`config.mk`:
```
export PLATFORM = sky130hd
export DESIGN_NAME = pulse_meas
export DESIGN_NICKNAME = d
export VERILOG_FILES = /design/src/rtl/pulse_meas.sv
export SDC_FILE = /design/constraint.sdc
export NUM_CORES = 1
export LEC_CHECK = 0
export BUFFER_PORTS_ARGS = -buffer_cell sky130_fd_sc_hd__buf_2
export CORE_UTILIZATION = 45
export DETAILED_ROUTE_END_ITERATION = 8
export PLACE_DENSITY = 0.7
export SLEW_MARGIN = 10
export SYNTH_ARGS = -nofsm -noshare
export SYNTH_HDL_FRONTEND = slang
export SYNTH_SLANG_ARGS = --single-unit
```
`constraint.sdc`:
```
create_clock -name clk_in -period 2.65 [get_ports clk_in]
set_clock_uncertainty 0.2 [all_clocks]
set_input_delay 0.1325 -clock clk_in [delete_from_list [all_inputs] [get_ports clk_in]]
set_output_delay 0.1325 -clock clk_in [all_outputs]
set_load 0.05 [all_outputs]
```
`src/rtl/pulse_meas.sv`:
```
// rtl/pulse_meas.sv - discrete-input pulse width/period measurement with glitch filter and valid/ready result
module pulse_meas #(
    parameter int CNT_W       = 32,
    parameter int SYNC_STAGES = 2,
    parameter int MIN_W       = 4,
    parameter int PCNT_W      = 16
) (
    input  logic              clk_in,
    input  logic              rst_board,
    input  logic              clr,
    input  logic              ena,
    input  logic              din,
    output logic              meas_valid,
    input  logic              meas_ready,
    output logic [CNT_W-1:0]  meas_width,
    output logic [CNT_W-1:0]  meas_period,
    output logic              meas_sat,
    output logic              lost,
    output logic [PCNT_W-1:0] pulse_cnt
);

    localparam int STAB_W = (MIN_W > 1) ? $clog2(MIN_W) : 1;
    localparam logic [STAB_W-1:0] STAB_MAX = STAB_W'(MIN_W - 1);
    localparam logic [CNT_W-1:0]  CNT_MAX  = '1;
    localparam logic [CNT_W-1:0]  CNT_ONE  = CNT_W'(1);

    localparam logic [1:0] ST_IDLE = 2'd0;
    localparam logic [1:0] ST_HIGH = 2'd1;
    localparam logic [1:0] ST_LOW  = 2'd2;

    logic [SYNC_STAGES-1:0] sync_r;
    logic                   din_s;
    logic [STAB_W-1:0]      stab;
    logic                   filt;
    logic                   filt_d;
    logic                   rise;
    logic                   fall;

    logic [1:0]             state;
    logic [CNT_W-1:0]       wcnt;
    logic [CNT_W-1:0]       pcnt;
    logic [CNT_W-1:0]       width_r;
    logic [CNT_W-1:0]       wcnt_inc;
    logic [CNT_W-1:0]       pcnt_inc;
    logic                   load;
    logic                   sat_new;

    assign din_s = sync_r[SYNC_STAGES-1];
    assign rise  = filt & ~filt_d;
    assign fall  = ~filt & filt_d;

    always_ff @(posedge clk_in or negedge rst_board) begin
        if (!rst_board) begin
            sync_r <= '0;
        end else begin
            sync_r <= {sync_r[SYNC_STAGES-2:0], din};
        end
    end

    // filt only follows din_s once it has differed for MIN_W consecutive cycles,
    // so both edges see the same delay and accepted pulses keep their width.
    always_ff @(posedge clk_in or negedge rst_board) begin
        if (!rst_board) begin
            stab   <= '0;
            filt   <= 1'b0;
            filt_d <= 1'b0;
        end else begin
            filt_d <= filt;
            if (clr || (din_s == filt)) begin
                stab <= '0;
            end else if (stab == STAB_MAX) begin
                filt <= din_s;
                stab <= '0;
            end else begin
                stab <= stab + STAB_W'(1);
            end
        end
    end

    always_comb begin
        wcnt_inc = (wcnt == CNT_MAX) ? wcnt : wcnt + CNT_ONE;
        pcnt_inc = (pcnt == CNT_MAX) ? pcnt : pcnt + CNT_ONE;
        load     = ena && (state == ST_LOW) && rise;
        sat_new  = (width_r == CNT_MAX) || (pcnt == CNT_MAX);
    end

    always_ff @(posedge clk_in or negedge rst_board) begin
        if (!rst_board) begin
            state       <= ST_IDLE;
            wcnt        <= '0;
            pcnt        <= '0;
            width_r     <= '0;
            meas_valid  <= 1'b0;
            meas_width  <= '0;
            meas_period <= '0;
            meas_sat    <= 1'b0;
            lost        <= 1'b0;
            pulse_cnt   <= '0;
        end else if (clr) begin
            state      <= ST_IDLE;
            wcnt       <= '0;
            pcnt       <= '0;
            width_r    <= '0;
            meas_valid <= 1'b0;
            lost       <= 1'b0;
            pulse_cnt  <= '0;
        end else begin
            if (rise && ena) begin
                pulse_cnt <= pulse_cnt + PCNT_W'(1);
            end

            // A fresh result always wins; an unaccepted one being replaced is flagged.
            if (load) begin
                meas_width  <= width_r;
                meas_period <= pcnt;
                meas_sat    <= sat_new;
                meas_valid  <= 1'b1;
                if (meas_valid && !meas_ready) begin
                    lost <= 1'b1;
                end
            end else if (meas_valid && meas_ready) begin
                meas_valid <= 1'b0;
            end

            if (!ena) begin
                state <= ST_IDLE;
                wcnt  <= '0;
                pcnt  <= '0;
            end else begin
                case (state)
                    ST_IDLE: begin
                        if (rise) begin
                            state <= ST_HIGH;
                            wcnt  <= CNT_ONE;
                            pcnt  <= CNT_ONE;
                        end
                    end
                    ST_HIGH: begin
                        wcnt <= wcnt_inc;
                        pcnt <= pcnt_inc;
                        if (fall) begin
                            width_r <= wcnt;
                            state   <= ST_LOW;
                        end
                    end
                    ST_LOW: begin
                        if (rise) begin
                            state <= ST_HIGH;
                            wcnt  <= CNT_ONE;
                            pcnt  <= CNT_ONE;
                        end else begin
                            pcnt <= pcnt_inc;
                        end
                    end
                    default: begin
                        state <= ST_IDLE;
                    end
                endcase
            end
        end
    end

endmodule
```
# After elaboration in Yosys (flattened, before gate mapping)

Index checks and enable logic that the tools add are counted.

Register bits after elaboration: 187
Output and inout bits: 83
Word-level logic and storage cells: 90

$add $sub $neg: 4
Eq/ne operators: 13
Multiplexer cells: 29
Bitwise gates (word level): 6
Reduce and logical (&&, ||, !) cells: 24

Operator list:

| cell                    | number |
|---|---|
| $mux W32                | 12 |
| $eq A32 B32 Y1 const B  | 3 |
| $pmux W32 S3            | 1 |
| $add A32 B1 Y32 const B | 2 |
| $pmux W32 S2            | 1 |
| $mux W16                | 2 |
| $add A16 B1 Y16 const B | 1 |
| $mux W2                 | 6 |
| $ne A4 B4 Y1 const B    | 3 |
| $reduce_bool A2 Y1      | 6 |
| $reduce_and A2 Y1       | 5 |
| $ne A4 B3 Y1 const B    | 2 |
| $mux W1                 | 6 |
| $reduce_and A3 Y1       | 2 |
| $logic_and A1 B1 Y1     | 5 |
| $ne A5 B2 Y1 const B    | 1 |
| $eq A2 B2 Y1 const B    | 2 |
| $not A1 Y1              | 4 |
| $pmux W2 S2             | 1 |
| $reduce_bool A3 Y1      | 1 |
| $add A2 B1 Y2 const B   | 1 |
| $and A1 B1 Y1           | 2 |
| $eq A2 B1 Y1 const B    | 1 |
| $logic_not A2 Y1        | 1 |
| 4 further kinds         | 5 |

# Depth between registers and ports, before layout

Gate-level depths: netlist of the first run.

Depth after elaboration: 6
Depth in mapped cells: 10

# Worst setup path before layout of the first run

Ideal clock, no wire load.

Path type: register -> register
Start: register state[0]
End: register pcnt[26]
Library setup time: 121 ps
Arrival: 1956 ps
Required time: 2329 ps
Path slack: 373 ps
Stages on the path, launching flop included: 9
Path buffers: 0
Clock period less this slack: 2277 ps
Path through: dfrtp_1 inv_1 ha_1 nor2_1 mux2_4 a211oi_4 nand4_1 xor2_1 nor2_2

Word-level cells in the longest chain between the ends: 4

Ends and longest elaborated chain:

| what                                       | RTL line | text |
|---|---|---|
| start: declaration                         | 39       | `logic [1:0] state;` |
| start signal: assignment                   | 89       | `state <= ST_IDLE;` |
| start signal: assignment                   | 100      | `state <= ST_IDLE;` |
| start signal: assignment                   | 126      | `state <= ST_IDLE;` |
| $eq A2 B2 Y1, or another cell as far along | 130      | `case (state)` |
| $pmux W32 S3                               | 130      |  |
| $mux W32                                   | 125      | `if (!ena) begin` |
| $mux W32                                   | 99       | `end else if (clr) begin` |
| end signal: assignment                     | 140      | `pcnt <= pcnt_inc;` |
| end signal: assignment                     | 152      | `pcnt <= pcnt_inc;` |
| end: declaration                           | 41       | `logic [CNT_W-1:0] pcnt;` |

Several ways; a longest one is shown, not always the timed one.
A chain may end at the register's enable or synchronous reset.

# Worst setup path in the final report of the first run

Start: register state[1]
End: register pcnt[24]

The elaborated chain is that of the path after synthesis.

==> results by group, run 1 <==
Setup path
  • Arrival time of the worst setup path: roughly 2.6 ns
  • Required time at the endpoint of the critical path: roughly 2.8 ns
  • Type of origin of the critical path: flop
  • Maximum net fanout on the critical path: 10
  • Kind of critical path: flop to flop
  • Worst setup EP type: flop

Hold path
  • Min-delay worst type: input port to async pin

GRT
  • Total gr overflow: 0
  • First-pass GRT wire length: ~31 mm
  • Overall track demand over capacity in global routing: approximately a fifth
  • Vias in the first global route: ~6,200
  • Antenna violations before repair: 0
  • Largest net degree at the start of global routing: 65

Synthesis
  • Count of flip-flops with a built-in enable after synthesis: 0
  • Cell types with the highest counts after synthesis: dfrtp_1, nor2_1, mux2_2
  • Net count after synthesis: 775
  • Main flop type after synthesis: dfrtp_1
  • Mapped cell area: around 8600 µm²
  • Async SR Flop Fraction: 100%
  • Most repeated cell in the gate-level netlist after synthesis: dfrtp_1
  • Cell types with the largest area share after synthesis: dfrtp_1, mux2_2, xor2_1, a22o_1, nand4_1
  • Gate count after technology mapping: 761
  • Share of Yosys cell area claimed by the top area cell type: ~54%
  • Total of warnings raised by yosys: 0
  • Number of distinct library cell variants in the gate-level netlist after synthesis: 63
  • Synthesized area per cell: about 11 µm²
  • Sequential fraction of the synthesis area: roughly 54%
  • Post-synth top area cell: dfrtp_1
  • Flip-flop and latch count after synthesis: around 190

Clocking
  • Clock latency reported for the late side of the worst-skew pair: between 0.4 and 0.5 ns
  • Largest buffer count on any clock path: 2
  • CTS H-Tree Depth: 4
  • Clock-pin slew of the registers on the worst-case setup and hold paths: approximately 0.070 ns
  • Clock tree from TritonCTS: built
  • Cts bufs inserted: 17
  • Buffers inserted during post-CTS setup optimization: 0
  • Clock sinks: 187
  • Clock tree root driver cell: clkbuf_16

Floorplanning
  • Die outline area: 19,700 µm²
  • Number of core rows: 50
  • I/O pin cnt: roughly 90
  • Overall die height: approximately 140 µm
  • Initial Util: between 40% and 50%
  • Chip Width: roughly 140 µm
  • Core box area: between 15,000 and 20,000 µm²

Place
  • Estimated wirelength of the detail-placed design: ~13 mm
  • Routability-driven placement congestion ratio: ~0.81
  • Number of port buffers: 88

Cells and area
  • Synth-to-layout area growth: 17.1%
  • Layout net count: between 800 and 900
  • Number of inserted filler cells in the final layout: roughly 1,600
  • Utilization after layout: between 50% and 60%
  • Sequential cell area in the final layout: around 4700 µm²
  • Footprint of the multi-input gates: between 3000 and 4000 µm²
  • Fraction of layout cells with a size suffix above 1: between 20% and 30%
  • Antenna Cells: 0

STA
  • Number of endpoints with negative hold slack in the final report: 0
  • Relative slew slack: 57.8%
  • Time the final worst path needs with I/O delays and setup: about 2.4 ns
  • Unrepaired setup endpoints after global routing: false
  • Total count of max-transition violations in the final report: 0
  • Setup TNS: 0 ns
  • Final Cycle Share: between 90% and 100%
  • Maximum frequency from static timing analysis: about 0.41 GHz
  • Number of endpoints failing setup at the final stage: 0
  • Slew @ Worst Pin: 0.627 ns

Routing
  • Count of routing violations after the opening detailed-route iteration: a little over 400
  • Mean routed wirelength per cell: 16.6 µm
  • Final wirelength: between 15 and 20 mm
  • Detailed-route vias per instance: around 5.7
  • Vias post-DR: 6,366
  • DRC violation count after routing: 0
  • Detailed-router iteration count before antenna repair: 5
  • Detail Route Antenna Nets: 0

Power and ir drop
  • Ratio of total power to cell area: 571 nW/µm²
  • Largest vdd supply drop: about 0.45 mV
  • Pleak: slightly below 5 nW

Run status
  • Status: finished, final reports clean

Flow run
  • Count of max-cap constraint violations: 0
-- kinds of logic after synthesis --
logic type               share of synthesized area, %
AO/OA/AOI/OAI                                    11.0
XOR/XNOR                                         4.98
adder cells (fa/ha/maj)                          1.16
buffers and inverters                            2.48
flip-flops                                       54.3
multiplexers                                     8.15
AND/OR/NAND/NOR                                  17.9
-- area by class of cell --
cell class | instances | share of cell area (%)
Clock inverter | 15 | 1.54
Clock buffer | 17 | 4.22
Inverter | 8 | 0.298
Multi-Input combinational cell | 532 | 37.1
Timing Repair Buffer | 123 | 7.58
Tap cell | 234 | 2.90
Sequential cell | 187 | 46.4
-- routing by layer --
| layer | part of all wire [%] | vias to the layer above | global-route usage, % | routed length [µm] |
|---|---|---|---|---|
| met2 | 47 | 131 | 31.7 | 8770 |
| met3 | 3.5 | 22 | 4.44 | 654 |
| met4 | 1.5 | 0 | 5.96 | 270 |
| met1 | 48 | 3199 | 27.8 | 8880 |
| li1 | - | 3014 | - | - |
| met5 | 0 | - | 0 | 0 |
-- registers in the layout, indices dropped and copies added (netlist names) --
name	flops
meas_period	32
meas_width	32
pcnt	32
wcnt	32
width_r	32
pulse_cnt	16
stab	2
state	2
sync_r	2
filt	1
filt_d	1
lost	1
meas_sat	1
meas_valid	1
-- layout by cell type (no fill, tap or decap), types with 4 or more instances in the layout --
cell type,count
xnor2_1,7
a31oi_1,8
o21ai_0,34
o41ai_1,4
ha_1,8
and3_1,27
inv_6,4
nor4_1,5
nand3_1,37
and2_1,7
a22o_1,32
inv_1,8
xor2_1,42
nor2_2,5
dlygate4sd3_1,6
nand2_1,40
clkbuf_16,17
nor2_1,67
a21o_1,4
buf_4,26
nand4_1,43
dfrtp_1,187
or3_1,7
o31ai_1,9
buf_2,87
nand2b_1,5
mux2_2,61
nor3_1,8
and4_1,11
a21oi_1,14
-- report_power, final --
part,internal (mW),total (mW),switching [mW]
Combinational,0.109,0.341,0.232
Sequential,2.87,2.90,0.0243
Clock,1.33,2.52,1.19
Total,4.31,5.76,1.45
-- what timing repair did --
item | CTS | global route
endpoints found under the hold margin | 210 | 0
gates resized for setup | 0 | 0
hold buffers | 6 | 0
-- critical path, stage by stage (launching register included) --
cell and delay (ns):
dfrtp_1 0.38, inv_1 0.12, ha_1 0.31, nor2_1 0.11, mux2_4 0.32, a211oi_4 0.47
nand4_1 0.17, xor2_1 0.20, nor2_2 0.05
-- through the flow --
stage	area [µm²]	setup WS, ns	cells	total power, mW	hold slack, ns
3_3_place_gp	9450	0.228	1078	3.29	-0.0867
6_report	10100	0.220	1116	5.76	0.00780
2_1_floorplan	8620	0.373	761	3.15	-0.363
3_5_place_dp	9450	0.208	1078	3.29	-0.0875
4_1_cts	10100	0.199	1116	5.82	0.0183
5_1_grt	10100	0.00739	1116	5.97	0.0436
-- worst paths after layout --
check | from | to | slack (ns) | cells after the start
max in group asynchronous | rst_board | width_r[17]$_DFFE_PN0P_ | 1.40 | 3
max | state[1]$_DFFE_PN0P_ | pcnt[24]$_DFFE_PN0P_ | 0.22 | 8
min | rst_board | width_r[4]$_DFFE_PN0P_ | 0.008 | 2
min reg2reg | sync_r[0]$_DFF_PN0_ | sync_r[1]$_DFF_PN0_ | 0.16 | 0
min in group clk_in | din | sync_r[0]$_DFF_PN0_ | 0.13 | 2
max reg2reg | state[1]$_DFFE_PN0P_ | pcnt[24]$_DFFE_PN0P_ | 0.22 | 8
Note: power is estimated with default switching activity, not from simulation.
==> inputs of run 2 (changes only) <==
- CORE_MARGIN: not set -> 2
- GPL_TIMING_DRIVEN: not set -> 1
==> results by group, run 2 (synthesis gave the netlist of run 1 again) <==
STA
  • Setup TNS: 0 ns (unchanged)
  • Slew @ Worst Pin: 0.664 ns (was 0.627 ns)
  • Maximum frequency from static timing analysis: 0.406 GHz (was 0.412 GHz)
  • Number of endpoints failing setup at the final stage: 0 (unchanged)
  • Slack of the critical path: 0.189 ns (was 0.220 ns)
  • Relative slew slack: 55.3% (was 57.8%)
  • Number of endpoints with negative hold slack in the final report: 0 (unchanged)
  • Unrepaired setup endpoints after global routing: false (unchanged)
  • Final Cycle Share: 92.8% (was 91.7%)
  • Time the final worst path needs with I/O delays and setup: 2.46 ns (was 2.43 ns)
  • Post-route worst hold slack: 0.0572 ns (was 0.00780 ns)
  • Total count of max-transition violations in the final report: 0 (unchanged)

Flow run
  • Count of max-cap constraint violations: 0 (unchanged)

Setup path
  • Arrival time of the worst setup path: 2.63 ns (was 2.56 ns)
  • Kind of critical path: flop to flop (unchanged)
  • Type of origin of the critical path: flop (unchanged)
  • Slowest stage delay, CP: 0.42 ns (was 0.47 ns)
  • Reg2reg setup slack: 0.19 ns (was 0.22 ns)
  • Depth of the worst register-to-register path: 8 (unchanged)
  • Number of cells on the critical path: 8 (unchanged)
  • List of cells traversed by the critical path: ha_1 > nand3_1 > nor4_2 > nand4_1 > buf_4 > and3_1 > a311oi_1 > a41o_1 (was inv_1 > ha_1 > nor2_1 > mux2_4 > a211oi_4 > nand4_1 > xor2_1 > nor2_2)
  • Maximum net fanout on the critical path: 6 (was 10)
  • Worst reg2reg path endpoint: pcnt[17]$_DFFE_PN0P_ (was pcnt[24]$_DFFE_PN0P_)
  • Required time at the endpoint of the critical path: 2.82 ns (was 2.78 ns)
  • CP delay by family, top: simple AND/OR/NAND/NOR gates (was compound AO/OA/AOI/OAI gates)
  • Worst setup EP type: flop (unchanged)
  • Reg2Reg Launch Point: pcnt[0]$_DFFE_PN0P_ (was state[1]$_DFFE_PN0P_)
  • Cell with the largest stage delay on the worst path: dfrtp_1 (was a211oi_4)
  • CP bufs+invs: 1 (unchanged)

Routing
  • Final wirelength: 19.0 mm (was 18.6 mm)
  • Detail Route Antenna Nets: 0 (unchanged)
  • DRC violation count after routing: 0 (unchanged)
  • Mean routed wirelength per cell: 16.9 µm (was 16.6 µm)
  • Detailed-router iteration count before antenna repair: 5 (unchanged)
  • Vias post-DR: 6,402 (was 6,366)
  • Detailed-route vias per instance: 5.72 (was 5.70)
  • Count of routing violations after the opening detailed-route iteration: 362 (was 412)

GRT
  • Largest net degree at the start of global routing: 69 (was 65)
  • Overall track demand over capacity in global routing: 19.7% (was 20.1%)
  • Routing usage on met1: 27.6% (was 27.8%)
  • Total gr overflow: 0 (unchanged)
  • First-pass GRT wire length: 32.0 mm (was 31.5 mm)
  • Met3 capacity usage during global routing: 3.60% (was 4.44%)
  • Vias in the first global route: 6,224 (was 6,181)
  • Antenna violations before repair: 0 (unchanged)
  • Fraction of met2 tracks used by global routing: 31.5% (was 31.7%)
  • Busiest metal layer after global routing: met2 (unchanged)

Place
  • Number of port buffers: 88 (unchanged)
  • Routability-driven placement congestion ratio: 0.828 (was 0.809)
  • Area after detailed placement: 9430 µm² (was 9450 µm²)
  • Count of placed standard cells including taps: 1,077 (was 1,078)
  • Placement-stage worst setup slack: 0.174 ns (was 0.208 ns)
  • Estimated wirelength of the detail-placed design: 13.0 mm (was 12.8 mm)

Floorplanning
  • Die outline area: 20,300 µm² (was 19,700 µm²)
  • Number of core rows: 50 (unchanged)
  • Chip Width: 142 µm (was 140 µm)
  • I/O pin cnt: 89 (unchanged)
  • Core box area: 18,800 µm² (was 18,700 µm²)
  • Overall die height: 142 µm (was 140 µm)
  • Initial Util: 45.9% (was 46.1%)

Power and ir drop
  • Ratio of total power to cell area: 568 nW/µm² (was 571 nW/µm²)
  • Final Power: 5.74 mW (was 5.76 mW)
  • Pleak: 4.89 nW (about the same)
  • Largest vdd supply drop: 0.460 mV (was 0.447 mV)

Clocking
  • Clock latency reported for the late side of the worst-skew pair: 0.43 ns (was 0.44 ns)
  • CTS H-Tree Depth: 4 (unchanged)
  • Largest buffer count on any clock path: 2 (unchanged)
  • Cts bufs inserted: 17 (unchanged)
  • Clock sinks: 187 (unchanged)
  • Clock tree from TritonCTS: built (unchanged)
  • Clock-pin slew of the registers on the worst-case setup and hold paths: 0.07 ns (about the same)
  • Clock tree root driver cell: clkbuf_16 (unchanged)

Cells and area
  • Layout net count: 886 (was 883)
  • Final design area excluding fillers: 10,100 µm² (about the same)
  • Number of inserted filler cells in the final layout: 1,669 (was 1,606)
  • Fraction of layout cells with a size suffix above 1: 27.0% (was 26.5%)
  • Antenna Cells: 0 (unchanged)
  • Synth-to-layout area growth: 17.3% (was 17.1%)
  • Non-filler cells, final: 1,119 (was 1,116)
  • Utilization after layout: 53.8% (was 53.9%)
  • Most frequent cells in the layout: dfrtp_1, buf_2, nor2_1 (unchanged)
  • Commonest non-fill, non-tap cell in the layout: dfrtp_1 (unchanged)

Run status
  • Status: finished, final reports clean (unchanged)

Hold path
  • Min-delay worst type: input port to async pin (unchanged)
==> run 2: cell type report <==
type                    instances  area [µm²]  area share, %
inverters                       8        30.0          0.297
well taps                     234         293           2.90
repair buffers                126         772           7.64
clock buffers                  19         443           4.38
multi-input cells             532        3750           37.2
flip-flops and latches        187        4680           46.3
clock inverters                13         134           1.32
==> run 2: repair_timing <==
| action | in CTS | in global routing |
|---|---|---|
| setup endpoints to repair | 0 | 10 |
| endpoints found under the hold margin | 132 | 0 |
| hold buffers | 5 | 0 |
| gates resized for setup | 0 | 3 |
| setup buffers | 0 | 5 |
==> run 2: worst max-delay path by stage <==
stage | startpoint | end | slack, ns
2_1_floorplan | state[0]$_DFFE_PN0P_ | pcnt[26]$_DFFE_PN0P_ | 0.37
3_3_place_gp | pcnt[0]$_DFFE_PN0P_ | pcnt[17]$_DFFE_PN0P_ | 0.24
3_5_place_dp | state[1]$_DFFE_PN0P_ | pcnt[26]$_DFFE_PN0P_ | 0.17
4_1_cts | state[1]$_DFFE_PN0P_ | pcnt[26]$_DFFE_PN0P_ | 0.15
5_1_grt | pcnt[0]$_DFFE_PN0P_ | pcnt[17]$_DFFE_PN0P_ | 0.009
6_report | pcnt[0]$_DFFE_PN0P_ | pcnt[17]$_DFFE_PN0P_ | 0.19
==> run 2: report_power, final <==
group / internal (mW) / switching (mW) / leakage (nW)
Clock: 1.35 / 1.14 / 0.279
Sequential: 2.87 / 0.0231 / 2.60
Combinational: 0.116 / 0.240 / 2.01
==> run 2: metal layers <==
metal | wire length [µm] | share of wire [%]
met5 | 0 | 0
met4 | 200 | 1.1
met3 | 644 | 3.4
met2 | 9030 | 48
met1 | 9090 | 48
==> inputs of run 3 (changes only) <==
- REMOVE_ABC_BUFFERS: not set -> 1
==> results by group, run 3 (synthesis gave the netlist of run 1 again) <==
STA
  • Slew @ Worst Pin: 0.507 ns (was 0.664 ns)
  • Maximum frequency from static timing analysis: 0.410 GHz (was 0.406 GHz)
  • Number of endpoints with negative hold slack in the final report: 0 (unchanged)
  • Final Cycle Share: 92.0% (was 92.8%)
  • Unrepaired setup endpoints after global routing: false (unchanged)
  • Relative slew slack: 65.9% (was 55.3%)
  • Total count of max-transition violations in the final report: 0 (unchanged)
  • Number of endpoints failing setup at the final stage: 0 (unchanged)
  • Time the final worst path needs with I/O delays and setup: 2.44 ns (was 2.46 ns)
  • Slack of the critical path: 0.213 ns (was 0.189 ns)

Place
  • Count of placed standard cells including taps: 1,080 (was 1,077)
  • Placement-stage worst setup slack: 0.224 ns (was 0.174 ns)
  • Estimated wirelength of the detail-placed design: 12.9 mm (was 13.0 mm)
  • Routability-driven placement congestion ratio: 0.852 (was 0.828)
  • Number of port buffers: 88 (unchanged)

Run status
  • Status: finished, final reports clean (unchanged)

Cells and area
  • Synth-to-layout area growth: 17.0% (was 17.3%)
  • Most frequent cells in the layout: dfrtp_1, buf_2, nor2_1 (unchanged)
  • Layout net count: 884 (was 886)
  • Utilization after layout: 53.7% (was 53.8%)
  • Footprint of the multi-input gates: 3740 µm² (was 3750 µm²)
  • Antenna Cells: 0 (unchanged)
  • Sequential cell area in the final layout: 4680 µm² (unchanged)
  • Number of inserted filler cells in the final layout: 1,666 (was 1,669)
  • Commonest non-fill, non-tap cell in the layout: dfrtp_1 (unchanged)
  • Non-filler cells, final: 1,117 (was 1,119)
  • Fraction of layout cells with a size suffix above 1: 26.6% (was 27.0%)

Power and ir drop
  • Largest vdd supply drop: 0.456 mV (was 0.460 mV)
  • Pleak: 4.88 nW (was 4.89 nW)
  • Clock share of power: 42.7% (was 43.3%)
  • Ratio of total power to cell area: 564 nW/µm² (was 568 nW/µm²)
  • Combinational group share of total power: 6.4% (was 6.2%)
  • Switching Share: 25.5% (was 24.4%)
  • Internal power component: 4.24 mW (was 4.34 mW)
  • Net switching power: 1.45 mW (was 1.40 mW)
  • Fraction of power consumed by sequential logic: 50.9% (was 50.5%)

Floorplanning
  • Core box area: 18,800 µm² (unchanged)
  • Number of core rows: 50 (unchanged)
  • I/O pin cnt: 89 (unchanged)
  • Overall die height: 142 µm (unchanged)
  • Chip Width: 142 µm (unchanged)
  • Die outline area: 20,300 µm² (unchanged)
  • Initial Util: 45.9% (unchanged)

Clocking
  • Buffers inserted during post-CTS setup optimization: 0 (unchanged)
  • Clock tree from TritonCTS: built (unchanged)
  • # resized after CTS: 0 (unchanged)
  • CTS H-Tree Depth: 4 (unchanged)
  • Cts bufs inserted: 17 (unchanged)
  • Clock sinks: 187 (unchanged)
  • Clock-pin slew of the registers on the worst-case setup and hold paths: 0.07 ns (about the same)
  • Largest buffer count on any clock path: 2 (unchanged)
  • Clock tree root driver cell: clkbuf_16 (unchanged)
  • Clock latency reported for the late side of the worst-skew pair: 0.44 ns (was 0.43 ns)

Setup path
  • List of cells traversed by the critical path: inv_1 > ha_1 > mux2_4 > a211oi_4 > nand4_1 > xor2_1 > nor2_2 (was ha_1 > nand3_1 > nor4_2 > nand4_1 > buf_4 > and3_1 > a311oi_1 > a41o_1)
  • Reg2Reg Launch Point: state[0]$_DFFE_PN0P_ (was pcnt[0]$_DFFE_PN0P_)
  • Maximum net fanout on the critical path: 10 (was 6)
  • CP delay by family, top: compound AO/OA/AOI/OAI gates (was simple AND/OR/NAND/NOR gates)
  • Slowest stage delay, CP: 0.47 ns (was 0.42 ns)
  • Type of origin of the critical path: flop (unchanged)
  • Critical path startpoint: state[0]$_DFFE_PN0P_ (was pcnt[0]$_DFFE_PN0P_)
  • Worst setup EP type: flop (unchanged)
  • Required time at the endpoint of the critical path: 2.78 ns (was 2.82 ns)
  • Arrival time of the worst setup path: 2.56 ns (was 2.63 ns)
  • Kind of critical path: flop to flop (unchanged)
  • CP bufs+invs: 1 (unchanged)
  • Cell with the largest stage delay on the worst path: a211oi_4 (was dfrtp_1)

GRT
  • First-pass GRT wire length: 30.7 mm (was 32.0 mm)
  • Antenna violations before repair: 0 (unchanged)
  • Largest net degree at the start of global routing: 74 (was 69)
  • Overall track demand over capacity in global routing: 19.1% (was 19.7%)
  • Vias in the first global route: 5,968 (was 6,224)
  • Total gr overflow: 0 (unchanged)

Routing
  • Mean routed wirelength per cell: 16.7 µm (was 16.9 µm)
  • Detail Route Antenna Nets: 0 (unchanged)
  • DRC violation count after routing: 0 (unchanged)
  • Vias post-DR: 6,328 (was 6,402)
  • Final wirelength: 18.6 mm (was 19.0 mm)
  • Detailed-route vias per instance: 5.67 (was 5.72)
  • Count of routing violations after the opening detailed-route iteration: 381 (was 362)
  • Detailed-router iteration count before antenna repair: 4 (was 5)

Hold path
  • Min-delay worst type: input port to async pin (unchanged)

Flow run
  • Count of max-cap constraint violations: 0 (unchanged)
[run 3: cell count changes in the layout (fill, tap and decap cells not counted), sizes merged]
cell    previous run  this run
buf              120       118
inv               15        17
bufinv             1         0
clkbuf            20        19
[run 3: metal layers]
layer / up-vias / wire (µm) / GRT usage [%]
met5: - / 0 / 0
li1: 3026 / - / -
met2: 164 / 8410 / 29.1
met4: 0 / 299 / 5.58
met3: 24 / 789 / 4.27
met1: 3114 / 9140 / 27.5
[run 3: path summary, 6_finish.rpt]
kind	end	slack (ns)	cells after the start
worst max register to register	pcnt[24]$_DFFE_PN0P_	0.21	7
worst min register to register	sync_r[1]$_DFF_PN0_	0.16	0
worst min-delay path	meas_width[1]$_DFFE_PN0P_	0.03	2
max in group asynchronous	pcnt[31]$_DFFE_PN0P_	1.46	3
worst max-delay path	pcnt[24]$_DFFE_PN0P_	0.21	7
min in group clk_in	sync_r[0]$_DFF_PN0_	0.14	2
[run 3: what timing repair did]
action / CTS / global route
setup endpoints to repair: 0 / 0
hold buffers: 5 / 0
endpoints found under the hold margin: 202 / 0
[run 3: cell type report]
type                    count  area share, %
flip-flops and latches    187           46.4
repair buffers            124           7.76
inverters                   8          0.298
clock buffers              18           4.26
multi-input cells         532           37.1
well taps                 234           2.90
clock inverters            14           1.25
[run 3: power by group through the flow]
stage / registers [mW] / clock network (mW) / logic, mW
5_1_grt: 2.90 / 2.61 / 0.400
3_5_place_dp: 2.95 / 0 / 0.358
3_3_place_gp: 2.95 / 0 / 0.355
4_1_cts: 2.89 / 2.49 / 0.366
2_1_floorplan: 2.96 / 0 / 0.165
6_report: 2.90 / 2.43 / 0.362
[run 3: per-stage QoR]
step / instance area [µm²] / setup TNS, ns / hold slack, ns / total power, mW
finish: 10100 / 0 / 0.0263 / 5.69
global route: 10100 / 0 / 0.0593 / 5.90
CTS: 10100 / 0 / 0.0379 / 5.75
detailed placement: 9480 / 0 / -0.0653 / 3.31
global placement: 9480 / 0 / -0.0614 / 3.30
floorplan: 8430 / -62.74 / -0.363 / 3.12
